==> src/rtl/button_debouncer_if.sv <==
// Button pin plus conditioned level/pulse outputs of the push-button debouncer.
// The master modport is the debouncer side; slave is the pin driver / consumer side.
interface button_debouncer_if;
    logic btn_in;
    logic btn_level;
    logic press_pulse;
    logic release_pulse;
    logic long_press;
    logic repeat_pulse;

    modport master (
        input  btn_in,
        output btn_level,
        output press_pulse,
        output release_pulse,
        output long_press,
        output repeat_pulse
    );

    modport slave (
        output btn_in,
        input  btn_level,
        input  press_pulse,
        input  release_pulse,
        input  long_press,
        input  repeat_pulse
    );
endinterface

==> src/rtl/button_debouncer.sv <==
// Push-button conditioner: 2-FF synchronizer, debounce FSM, long-press and auto-repeat timing.
// All outputs are registered; pulses are single-cycle and mutually exclusive.
module button_debouncer #(
    parameter int unsigned DEBOUNCE_CYCLES   = 120000,
    parameter int unsigned LONG_PRESS_CYCLES = 6000000,
    parameter int unsigned REPEAT_CYCLES     = 1200000,
    parameter int unsigned CNT_W             = 23,
    parameter bit          ACTIVE_LOW        = 1'b1
) (
    input  logic                clk,
    input  logic                rst_btn,
    button_debouncer_if.master  btn_if
);

    localparam logic [CNT_W-1:0] DB_LAST   = CNT_W'(DEBOUNCE_CYCLES - 1);
    localparam logic [CNT_W-1:0] LONG_LAST = CNT_W'(LONG_PRESS_CYCLES - 1);
    localparam logic [CNT_W-1:0] REP_LAST  = CNT_W'(REPEAT_CYCLES - 1);
    localparam logic [CNT_W-1:0] CNT_ONE   = CNT_W'(1);
    localparam logic [1:0]       SYNC_RST  = {2{ACTIVE_LOW}};

    typedef enum logic [1:0] {
        IDLE       = 2'd0,
        DB_PRESS   = 2'd1,
        HELD       = 2'd2,
        DB_RELEASE = 2'd3
    } state_e;

    state_e           state_q, state_d;
    logic [1:0]       sync_q, sync_d;
    logic [CNT_W-1:0] db_cnt_q, db_cnt_d;
    logic [CNT_W-1:0] hold_cnt_q, hold_cnt_d;
    logic [CNT_W-1:0] rep_cnt_q, rep_cnt_d;
    logic             level_q, level_d;
    logic             long_q, long_d;
    logic             press_q, press_d;
    logic             release_q, release_d;
    logic             repeat_q, repeat_d;
    logic             pressed_c;

    // Synchronizer shift and polarity correction (pressed_c = 1 when pressed)
    always_comb begin
        sync_d    = {sync_q[0], btn_if.btn_in};
        pressed_c = sync_q[1] ^ ACTIVE_LOW;
    end

    // Debounce / hold FSM with long-press and repeat timing
    always_comb begin
        state_d    = state_q;
        db_cnt_d   = db_cnt_q;
        hold_cnt_d = hold_cnt_q;
        rep_cnt_d  = rep_cnt_q;
        level_d    = level_q;
        long_d     = long_q;
        press_d    = 1'b0;
        release_d  = 1'b0;
        repeat_d   = 1'b0;

        case (state_q)
            IDLE: begin
                if (pressed_c) begin
                    state_d  = DB_PRESS;
                    db_cnt_d = '0;
                end
            end

            DB_PRESS: begin
                if (!pressed_c) begin
                    state_d  = IDLE;
                    db_cnt_d = '0;
                end else if (db_cnt_q == DB_LAST) begin
                    state_d    = HELD;
                    level_d    = 1'b1;
                    press_d    = 1'b1;
                    hold_cnt_d = '0;
                end else begin
                    db_cnt_d = db_cnt_q + CNT_ONE;
                end
            end

            HELD: begin
                // Leaving for release debounce freezes hold/repeat timing
                if (!pressed_c) begin
                    state_d  = DB_RELEASE;
                    db_cnt_d = '0;
                end else if (!long_q) begin
                    if (hold_cnt_q == LONG_LAST) begin
                        long_d    = 1'b1;
                        repeat_d  = 1'b1;
                        rep_cnt_d = '0;
                    end else begin
                        hold_cnt_d = hold_cnt_q + CNT_ONE;
                    end
                end else if (rep_cnt_q == REP_LAST) begin
                    repeat_d  = 1'b1;
                    rep_cnt_d = '0;
                end else begin
                    rep_cnt_d = rep_cnt_q + CNT_ONE;
                end
            end

            DB_RELEASE: begin
                if (pressed_c) begin
                    state_d = HELD;
                end else if (db_cnt_q == DB_LAST) begin
                    state_d   = IDLE;
                    level_d   = 1'b0;
                    long_d    = 1'b0;
                    release_d = 1'b1;
                end else begin
                    db_cnt_d = db_cnt_q + CNT_ONE;
                end
            end

            default: begin
                state_d = IDLE;
            end
        endcase
    end

    always_ff @(posedge clk or negedge rst_btn) begin
        if (!rst_btn) begin
            state_q    <= IDLE;
            sync_q     <= SYNC_RST;
            db_cnt_q   <= '0;
            hold_cnt_q <= '0;
            rep_cnt_q  <= '0;
            level_q    <= 1'b0;
            long_q     <= 1'b0;
            press_q    <= 1'b0;
            release_q  <= 1'b0;
            repeat_q   <= 1'b0;
        end else begin
            state_q    <= state_d;
            sync_q     <= sync_d;
            db_cnt_q   <= db_cnt_d;
            hold_cnt_q <= hold_cnt_d;
            rep_cnt_q  <= rep_cnt_d;
            level_q    <= level_d;
            long_q     <= long_d;
            press_q    <= press_d;
            release_q  <= release_d;
            repeat_q   <= repeat_d;
        end
    end

    assign btn_if.btn_level     = level_q;
    assign btn_if.press_pulse   = press_q;
    assign btn_if.release_pulse = release_q;
    assign btn_if.long_press    = long_q;
    assign btn_if.repeat_pulse  = repeat_q;

endmodule

==> src/flat_wrapper.sv <==
// flat-port wrapper written by rule: the top's interface ports become plain ports
module button_debouncer_flat 
#(
    parameter int unsigned DEBOUNCE_CYCLES   = 120000,
    parameter int unsigned LONG_PRESS_CYCLES = 6000000,
    parameter int unsigned REPEAT_CYCLES     = 1200000,
    parameter int unsigned CNT_W             = 23,
    parameter bit          ACTIVE_LOW        = 1'b1
)
  (clk, rst_btn, btn_if_btn_in, btn_if_btn_level, btn_if_press_pulse, btn_if_release_pulse, btn_if_long_press, btn_if_repeat_pulse);
  button_debouncer_if btn_if_i ();
  input  logic clk;
  input  logic rst_btn;
  input wire logic [$bits(btn_if_i.btn_in)-1:0] btn_if_btn_in;
  output wire logic [$bits(btn_if_i.btn_level)-1:0] btn_if_btn_level;
  output wire logic [$bits(btn_if_i.press_pulse)-1:0] btn_if_press_pulse;
  output wire logic [$bits(btn_if_i.release_pulse)-1:0] btn_if_release_pulse;
  output wire logic [$bits(btn_if_i.long_press)-1:0] btn_if_long_press;
  output wire logic [$bits(btn_if_i.repeat_pulse)-1:0] btn_if_repeat_pulse;
  assign btn_if_i.btn_in = btn_if_btn_in;
  assign btn_if_btn_level = btn_if_i.btn_level;
  assign btn_if_press_pulse = btn_if_i.press_pulse;
  assign btn_if_release_pulse = btn_if_i.release_pulse;
  assign btn_if_long_press = btn_if_i.long_press;
  assign btn_if_repeat_pulse = btn_if_i.repeat_pulse;
  button_debouncer #(.DEBOUNCE_CYCLES(DEBOUNCE_CYCLES), .LONG_PRESS_CYCLES(LONG_PRESS_CYCLES), .REPEAT_CYCLES(REPEAT_CYCLES), .CNT_W(CNT_W), .ACTIVE_LOW(ACTIVE_LOW)) u_core (.clk(clk), .rst_btn(rst_btn), .btn_if(btn_if_i));
endmodule
==> config.mk <==
export PLATFORM = sky130hd
export DESIGN_NAME = button_debouncer_flat
export DESIGN_NICKNAME = d
export VERILOG_FILES = /design/src/rtl/button_debouncer_if.sv /design/src/rtl/button_debouncer.sv /design/src/flat_wrapper.sv
export SDC_FILE = /design/constraint.sdc
export NUM_CORES = 1
export LEC_CHECK = 0
export CAP_MARGIN = 10
export CORE_UTILIZATION = 45
export CTS_CLUSTER_DIAMETER = 120
export DETAILED_ROUTE_END_ITERATION = 16
export PLACE_DENSITY = 0.67
export SLEW_MARGIN = 40
export SYNTH_ARGS = -nofsm -noshare
export SYNTH_HDL_FRONTEND = slang
export SYNTH_SLANG_ARGS = --single-unit
export TNS_END_PERCENT = 20
==> constraint.sdc <==
create_clock -name clk -period 5.7 [get_ports clk]
set_clock_uncertainty 0.05 [all_clocks]
set_input_delay 1.14 -clock clk [delete_from_list [all_inputs] [get_ports clk]]
set_output_delay 1.14 -clock clk [all_outputs]
set_load 0.01 [all_outputs]
After elaboration in Yosys (flattened, before gate mapping)
Index checks and enable logic that the tools add are counted.
- logic and storage cells: 82
- bits in registers: 78
- bits in writable memories: 0
- memories kept: 0
- memory bits (read-only): 0
- bits in latches: 0
- output and inout port bits: 5
- input port bits: 3
- bitwise logic cells: 1
- multipliers: 0
- magnitude comparators: 0
- reductions and logical operators: 11
- shift operators: 0
- eq/ne operators: 17
- muxes and demuxes: 40
- $add $sub $neg: 3
- div/mod/pow operators: 0
- operator list (kind ; number):
    $mux W23 ; 13
    $pmux W23 S4 ; 1
    $add A23 B1 Y23 const B ; 3
    $pmux W23 S2 ; 1
    $eq A23 B17 Y1 const B ; 1
    $eq A23 B21 Y1 const B ; 1
    $eq A23 B23 Y1 const B ; 1
    $mux W1 ; 16
    $mux W2 ; 6
    $ne A2 B2 Y1 const B ; 5
    $ne A2 B1 Y1 const B ; 4
    $pmux W2 S4 ; 1
    $reduce_and A4 Y1 ; 2
    $reduce_bool A2 Y1 ; 4
    $reduce_and A3 Y1 ; 2
    $reduce_and A6 Y1 ; 1
    $reduce_and A5 Y1 ; 1
    $eq A2 B2 Y1 const B ; 2
    $pmux W1 S2 ; 2
    $ne A3 B1 Y1 const B ; 1
    $ne A3 B3 Y1 const B ; 1
    $eq A2 B1 Y1 const B ; 1
    $logic_not A2 Y1 ; 1
    $not A1 Y1 ; 1

Logic depth before layout (Yosys ltp)
Gate-level depths: netlist of run 1.
- depth after elaboration: 5
- depth in mapped cells: 9
- gate-level depth less buffers: 6

Worst setup path before layout of run 1
No wires, ideal clock.
- path type: register to register
- start point: register u_core.db_cnt_q[6]
- end point: register u_core.db_cnt_q[22]
- arrival time: 2402 ps
- path buffers: 0
- slack: 3124 ps
- data required time: 5526 ps
- setup time: 124 ps
- stages on the path, launching flop included: 6
- path through: dfrtp_1 or4b_1 or4_1 or4_1 a41o_1 a211o_1
- word-level cells in the longest chain between the ends: 4
- elaborated cells on any way between the ends: 6
- RTL lines (element ; RTL line ; text):
    start, declared ; button_debouncer.sv:30 ; logic [CNT_W-1:0] db_cnt_q, db_cnt_d;
    start signal, assigned ; button_debouncer.sv:135 ; db_cnt_q <= db_cnt_d;
    $add A23 B1 Y23 or $eq A23 B17 Y1 (tied branches) ; -- ;
    $mux W23 (*) ; button_debouncer.sv:70, button_debouncer.sv:104 ;
    $mux W23, on equally long branches ; button_debouncer.sv:102, button_debouncer.sv:67 ;
    $pmux W23 S4 (*) ; button_debouncer.sv:58 ; case (state_q)
Every way passes the cells marked *; elsewhere a longest branch is shown, timed or not. The select of a mux whose other input is x is not followed.
A chain may end at the register's enable or synchronous reset.

Worst setup path after layout of run 1
Same ends and word-level chain as after synthesis.

==> flow_summary.yaml, run 1 <==
layout:
  final_common_cell: "dfrtp_1"
  final_cell_mix: "dfrtp_1 (76), nor2_1 (44), nand3_1 (31)"
  drive_gt1_share_pct: 7.082
  syn_to_final_growth_pct: 9.786
  antenna_cells: 0
  fin_nets: 467
  design_area_um2: 4618
clock_tree:
  clk_latency_ns: 0.36
  cts_sinks: 78
  cts_setup_buffers: 0
  cts_max_path_buffers: 2
  htreeDepth: 3
  cts_tree: "built"
  cts_resized: 0
  path_clk_slew_ns: 0.08
  cts_buffers: 9
  ctsHoldBuffers: 0
  clockRootBuffer: "clkbuf_8"
detailed_routing:
  vias: 3427
  wl_per_cell_um: 15.51
  ant_nets: 0
  top_layer_used: "met4"
  drtIter0Drc: 179
  wl_met1_mm: 4.501
  dr.pass1.iters: 5
  routed_wl_mm: 8.903
  route.met2.wl_mm: 4.097
  drcViolationCount: 0
  dr_wl_met3_um: 206
  drt-vias-per-instance: 5.970
pwr:
  p_leak_nw: 1.890
  ir_worst_vdd_uv: 139.8
  p_total_mw: 1.066
  p_per_area_nw_per_um2: 230.8
critical_path:
  cp-end-kind: "register"
  crit_arrival_ns: 3.13
  cp_max_fo: 11
  required_ns: 5.90
  path_class: "register to register"
  start_kind: "register"
logic_synthesis:
  synthTopCellsByArea: "dfrtp_1 (45%), nor2_1 (3.9%), nand3_1 (3.7%)"
  synth_top_area_cell: "dfrtp_1"
  synth_top_area_share_pct: 45.21
  synthFlopType: "dfrtp_1"
  synth_xor_area_share_pct: 5.413
  syn_area_um2: 4207
  ys_seq_elements: 78
  synthesis.nets: 463
  async_flop_share_pct: 100.0
  postSynthAreaPerCell_um2: 9.205
  seq_area_frac_synth_pct: 46.46
  synth-compound-area-share_pct: 16.06
  yosys.area_share.simple_pct: 27.16
  synth.area.mux_share_pct: 1.220
  synth.distinct_cells: 56
  syn_inst: 457
  yosysWarnings: 0
  synth_top_family_by_area: "simple AND/OR/NAND/NOR gates"
  synth_fa_ha_area_share_pct: 0.8923
  synth-edff-count: 0
outcome:
  status: "complete, no violations"
grt:
  antenna_found_initial: 0
  grt_pass1_vias: 3388
  grt_first_pass_wirelength_mm: 16.01
  grt_overflow_total: 0
  grt_max_degree: 79
  track_usage_pct: 20.28
die:
  die_w_um: 98.69
  initial_core_util_pct: 47.31
  pin_count: 8
  rows: 34
  die_area_um2: 9739
  die_h_um: 98.69
  coreArea_um2: 8891
sta:
  post-route-min-period_ns: 2.925
  max_freq_ghz: 0.3419
  hold_slack_ns: 0.3247
  finalHoldViolations: 0
  grt_setup_unrepaired: "no"
  fin_setup_tns_ns: 0
  relSlewSlack_pct: 49.89
  slew_violations: 0
  fin_crit_sh_pct: 51.31
  setup_ws_ns: 2.775
  tightest_slew_ns: 0.7448
  setup_violations: 0
min_path:
  min_path_type: "register to register"
placement:
  dp_hpwl_mm: 5.830
  dpl_cell_area_um2: 4393
  place_congestion: 0.8085
  pre_cts_ws_ns: 2.778
  portBuffers: 7
flow_run:
  drv_cap: 0
==> per-stage QoR <==
stage,std cells,utilization (%)
global route,574,51.94
floorplan,457,-
detailed placement,558,49.41
global placement,558,49.25
finish,574,51.94
CTS,574,51.94
==> report_power, final <==
part           leakage [nW]  switching [mW]  internal (mW)
clock                 0.116           0.204          0.269
combinational         0.695          0.0213        0.00790
sequential             1.08         0.00602          0.557
==> metal layers <==
layer | track usage (%) | vias to the layer above
li1 | - | 1717
met1 | 27.27 | 1673
met2 | 32.34 | 29
met3 | 5.887 | 8
met4 | 5.052 | 0
met5 | 0 | -
==> cell usage after synthesis (2+ instances only) <==
cell        n
or4_1      14
buf_2       4
o21bai_1    2
clkbuf_1   15
o21ai_0    27
nand3_1    31
mux2i_1     4
dfstp_2     2
xor2_1     17
nor2b_1     5
a21o_1      6
inv_1      11
a21oi_1    28
nand3b_1    3
o21a_1      2
or3_1      12
and4_1     11
ha_1        3
a31oi_1     9
and3_1      7
o31ai_1     9
o211ai_1    6
xnor2_1     9
nand4_1    14
nor2_1     44
nand2b_1    2
and2_1      4
a41oi_1     4
nor3_1     13
o2111ai_1   2
or2_2       2
dfrtp_1    76
nand2_1    30
nor4_1      7
==> kinds of logic (layout without fill, tap and decap cells) <==
family / after synthesis / after routing
AO/OA/AOI/OAI: 107 / 107
buffers and inverters: 30 / 39
multiplexers: 5 / 5
adder cells (fa/ha/maj): 3 / 3
AND/OR/NAND/NOR: 208 / 208
XOR/XNOR: 26 / 26
flip-flops: 78 / 78
==> critical path, stage by stage (launching register included) <==
cell	delay, ns
dfrtp_1	0.43
or4b_1	0.53
or4_1	0.68
or4_1	0.61
a41o_1	0.24
a211o_1	0.29
==> registers in the layout (all words and copies together), names as in the netlist, named ones only <==
name                         cells
u_core.db_cnt_q                 23
u_core.btn_if.btn_level          1
u_core.btn_if.release_pulse      1
u_core.hold_cnt_q               23
u_core.state_q                   1
u_core.btn_if.press_pulse        1
u_core.rep_cnt_q                23
u_core.btn_if.long_press         1
u_core.sync_q                    2
u_core.btn_if.repeat_pulse       1
==> path summary, 6_finish.rpt <==
check                                   start                     to  slack (ns)  depth (start not counted)
max                        u_core.db_cnt_q[6]    u_core.db_cnt_q[22]        2.78                          5
min reg2reg                  u_core.sync_q[0]       u_core.sync_q[1]        0.32                          0
max in group asynchronous             rst_btn     u_core.db_cnt_q[1]        4.35                          1
max reg2reg                u_core.db_cnt_q[6]    u_core.db_cnt_q[22]        2.78                          5
min                          u_core.sync_q[0]       u_core.sync_q[1]        0.32                          0
min in group asynchronous             rst_btn  u_core.hold_cnt_q[13]        0.74                          1
==> layout make-up <==
type | count | area [um2]
Inverter | 11 | 41.29
Clock inverter | 4 | 70.07
Multi-Input combinational cell | 349 | 2153
Tap cell | 108 | 135.1
Sequential cell | 78 | 1954
Fill cell | 815 | 4273
Clock buffer | 12 | 155.1
Timing Repair Buffer | 12 | 108.9
Note: power is estimated with default switching activity, not from simulation.
==> run 2: changes to the inputs <==
Settings changed: PLACE_DENSITY 0.67 to 0.69.
Clock period 5.7 ns to 2.4 ns, I/O delays scaled along.
==> run 2 against run 1 <==
The run now ends with setup timing left. Total power increased by 140%. Wire length rose by 7.3%. Largest cell class unchanged. Combinational power increased to 3.0 times the previous value.
==> flow_summary.yaml, run 2 (synthesis gave the netlist of run 1 again) <==
die:
  pin_count: 8
  initial_core_util_pct: 47.31
  rows: 34
  die_h_um: 98.69
  die_area_um2: 9739
  coreArea_um2: 8891
  die_w_um: 98.69
clock_tree:
  cts_max_path_buffers: 2
  htreeDepth: 3
  cts_buffers: 9
  clockRootBuffer: "clkbuf_8"
  cts_setup_buffers: 0
  path_clk_slew_ns: 0.09
  cts_sinks: 78
  clk_latency_ns: 0.36
  cts_tree: "built"
pwr:
  switchingPower_mw: 0.5675
  pwr-share-seq_pct: 52.6
  switching_share_pct: 22.38
  comb_power_share_pct: 3.4
  ir_worst_vdd_uv: 280.6
  p_int_mw: 1.968
  p_leak_nw: 2.067
  p_per_area_nw_per_um2: 513.4
  p_clk_share_pct: 44.0
placement:
  dpl_cell_area_um2: 4653
  dp_hpwl_mm: 6.604
  place_congestion: 0.8201
  portBuffers: 7
  pre_cts_ws_ns: -0.1281
  placed_cells: 587
layout:
  post-route-util_pct: 55.56
  fill_cells: 795
  design_area_um2: 4940
  fin_nets: 498
  seqCellArea_um2: 1954
  top_regs: "u_core.db_cnt_q x23, u_core.hold_cnt_q x23, u_core.rep_cnt_q x23"
  final_cell_mix: "dfrtp_1 (76), nor2_1 (43), nand3_1 (31)"
  final_common_cell: "dfrtp_1"
  multiInputGateArea_um2: 2193
  final_cells: 605
  syn_to_final_growth_pct: 17.43
  drive_gt1_share_pct: 14.49
  antenna_cells: 0
critical_path:
  cp-end-kind: "register"
  crit_arrival_ns: 2.61
  required_ns: 2.57
  start_kind: "register"
  cp_max_fo: 2
  path_class: "register to register"
sta:
  grt_setup_unrepaired: "yes"
  relSlewSlack_pct: 64.06
  setup_violations: 2
  fin_crit_sh_pct: 101.3
  setup_ws_ns: -0.03077
  tightest_slew_ns: 0.5391
  max_freq_ghz: 0.4114
  post-route-min-period_ns: 2.431
  finalHoldViolations: 0
  slew_violations: 0
grt:
  grt_first_pass_wirelength_mm: 16.57
  top_usage_layer: "met2"
  grt_overflow_total: 0
  track_usage_pct: 21.24
  use_met1_pct: 29.31
  grt_max_degree: 57
  grt_use_met2_pct: 33.42
  grtUsageMet3_pct: 3.688
  antenna_found_initial: 0
  grt_pass1_vias: 3563
detailed_routing:
  dr.pass1.iters: 5
  vias: 3622
  ant_nets: 0
  drtIter0Drc: 192
  wl_per_cell_um: 15.79
  drcViolationCount: 0
  drt-vias-per-instance: 5.987
  routed_wl_mm: 9.554
outcome:
  status: "complete, but fails checks"
  violations: "setup timing"
min_path:
  min_path_type: "register to register"
flow_run:
  drv_cap: 0
run 2: per-stage QoR:
stage / power [mW] / setup TNS [ns] / hold slack (ns)
after floorplan: 1.393 / -0.02437 / 0.1344
after global placement: 1.443 / -0.04973 / 0.3136
after detailed placement: 1.445 / -0.2055 / 0.3130
after CTS: 2.560 / -0.3207 / 0.3281
after global routing: 2.622 / -0.3106 / 0.3297
final: 2.536 / -0.04348 / 0.3208
run 2: worst max-delay path: stages (launching register included):
cell	delay [ns]
dfrtp_1	0.38
or4b_4	0.54
or4_4	0.44
or4_4	0.43
a41o_1	0.19
a211o_1	0.26
run 2: path summary, 6_finish.rpt:
check | from | endpoint | slack, ns | cells after the start
worst max-delay path | u_core.db_cnt_q[8] | u_core.db_cnt_q[22] | -0.03 | 5
worst min-delay path | u_core.sync_q[0] | u_core.sync_q[1] | 0.32 | 0
worst max register to register | u_core.db_cnt_q[8] | u_core.db_cnt_q[22] | -0.03 | 5
worst min register to register | u_core.sync_q[0] | u_core.sync_q[1] | 0.32 | 0
max in group asynchronous | rst_btn | u_core.sync_q[0] | 1.14 | 3
min in group asynchronous | rst_btn | u_core.db_cnt_q[13] | 0.50 | 2
run 2: area by class of cell:
cell class | instances | share of cell area [%]
Clock buffer | 11 | 2.862
Clock inverter | 5 | 1.672
Inverter | 11 | 0.8359
Multi-Input combinational cell | 349 | 44.40
Sequential cell | 78 | 39.56
Tap cell | 108 | 2.736
Timing Repair Buffer | 43 | 7.928
run 2: layer usage:
layer | vias to the layer above | share of wire [%]
met2 | 76 | 46
met1 | 1754 | 48
met3 | 15 | 3.8
li1 | 1777 | -
met4 | 0 | 1.6
met5 | - | 0
run 2: power by group through the flow:
stage | Sequential, mW | Clock (mW) | Combinational (mW)
finish | 1.33 | 1.12 | 0.0862
global route | 1.34 | 1.19 | 0.0999
CTS | 1.33 | 1.14 | 0.0869
detailed placement | 1.36 | 0 | 0.0850
global placement | 1.36 | 0 | 0.0835
floorplan | 1.36 | 0 | 0.0339
run 2: timing repair:
item | 4_1_cts | 5_1_grt
pin swaps | 5 | 2
gates resized for setup | 5 | 9
hold buffers | 1 | 0
gates cloned | 0 | 1
hold endpoints to repair | 22 | 0
endpoints found under the setup margin | 6 | 38
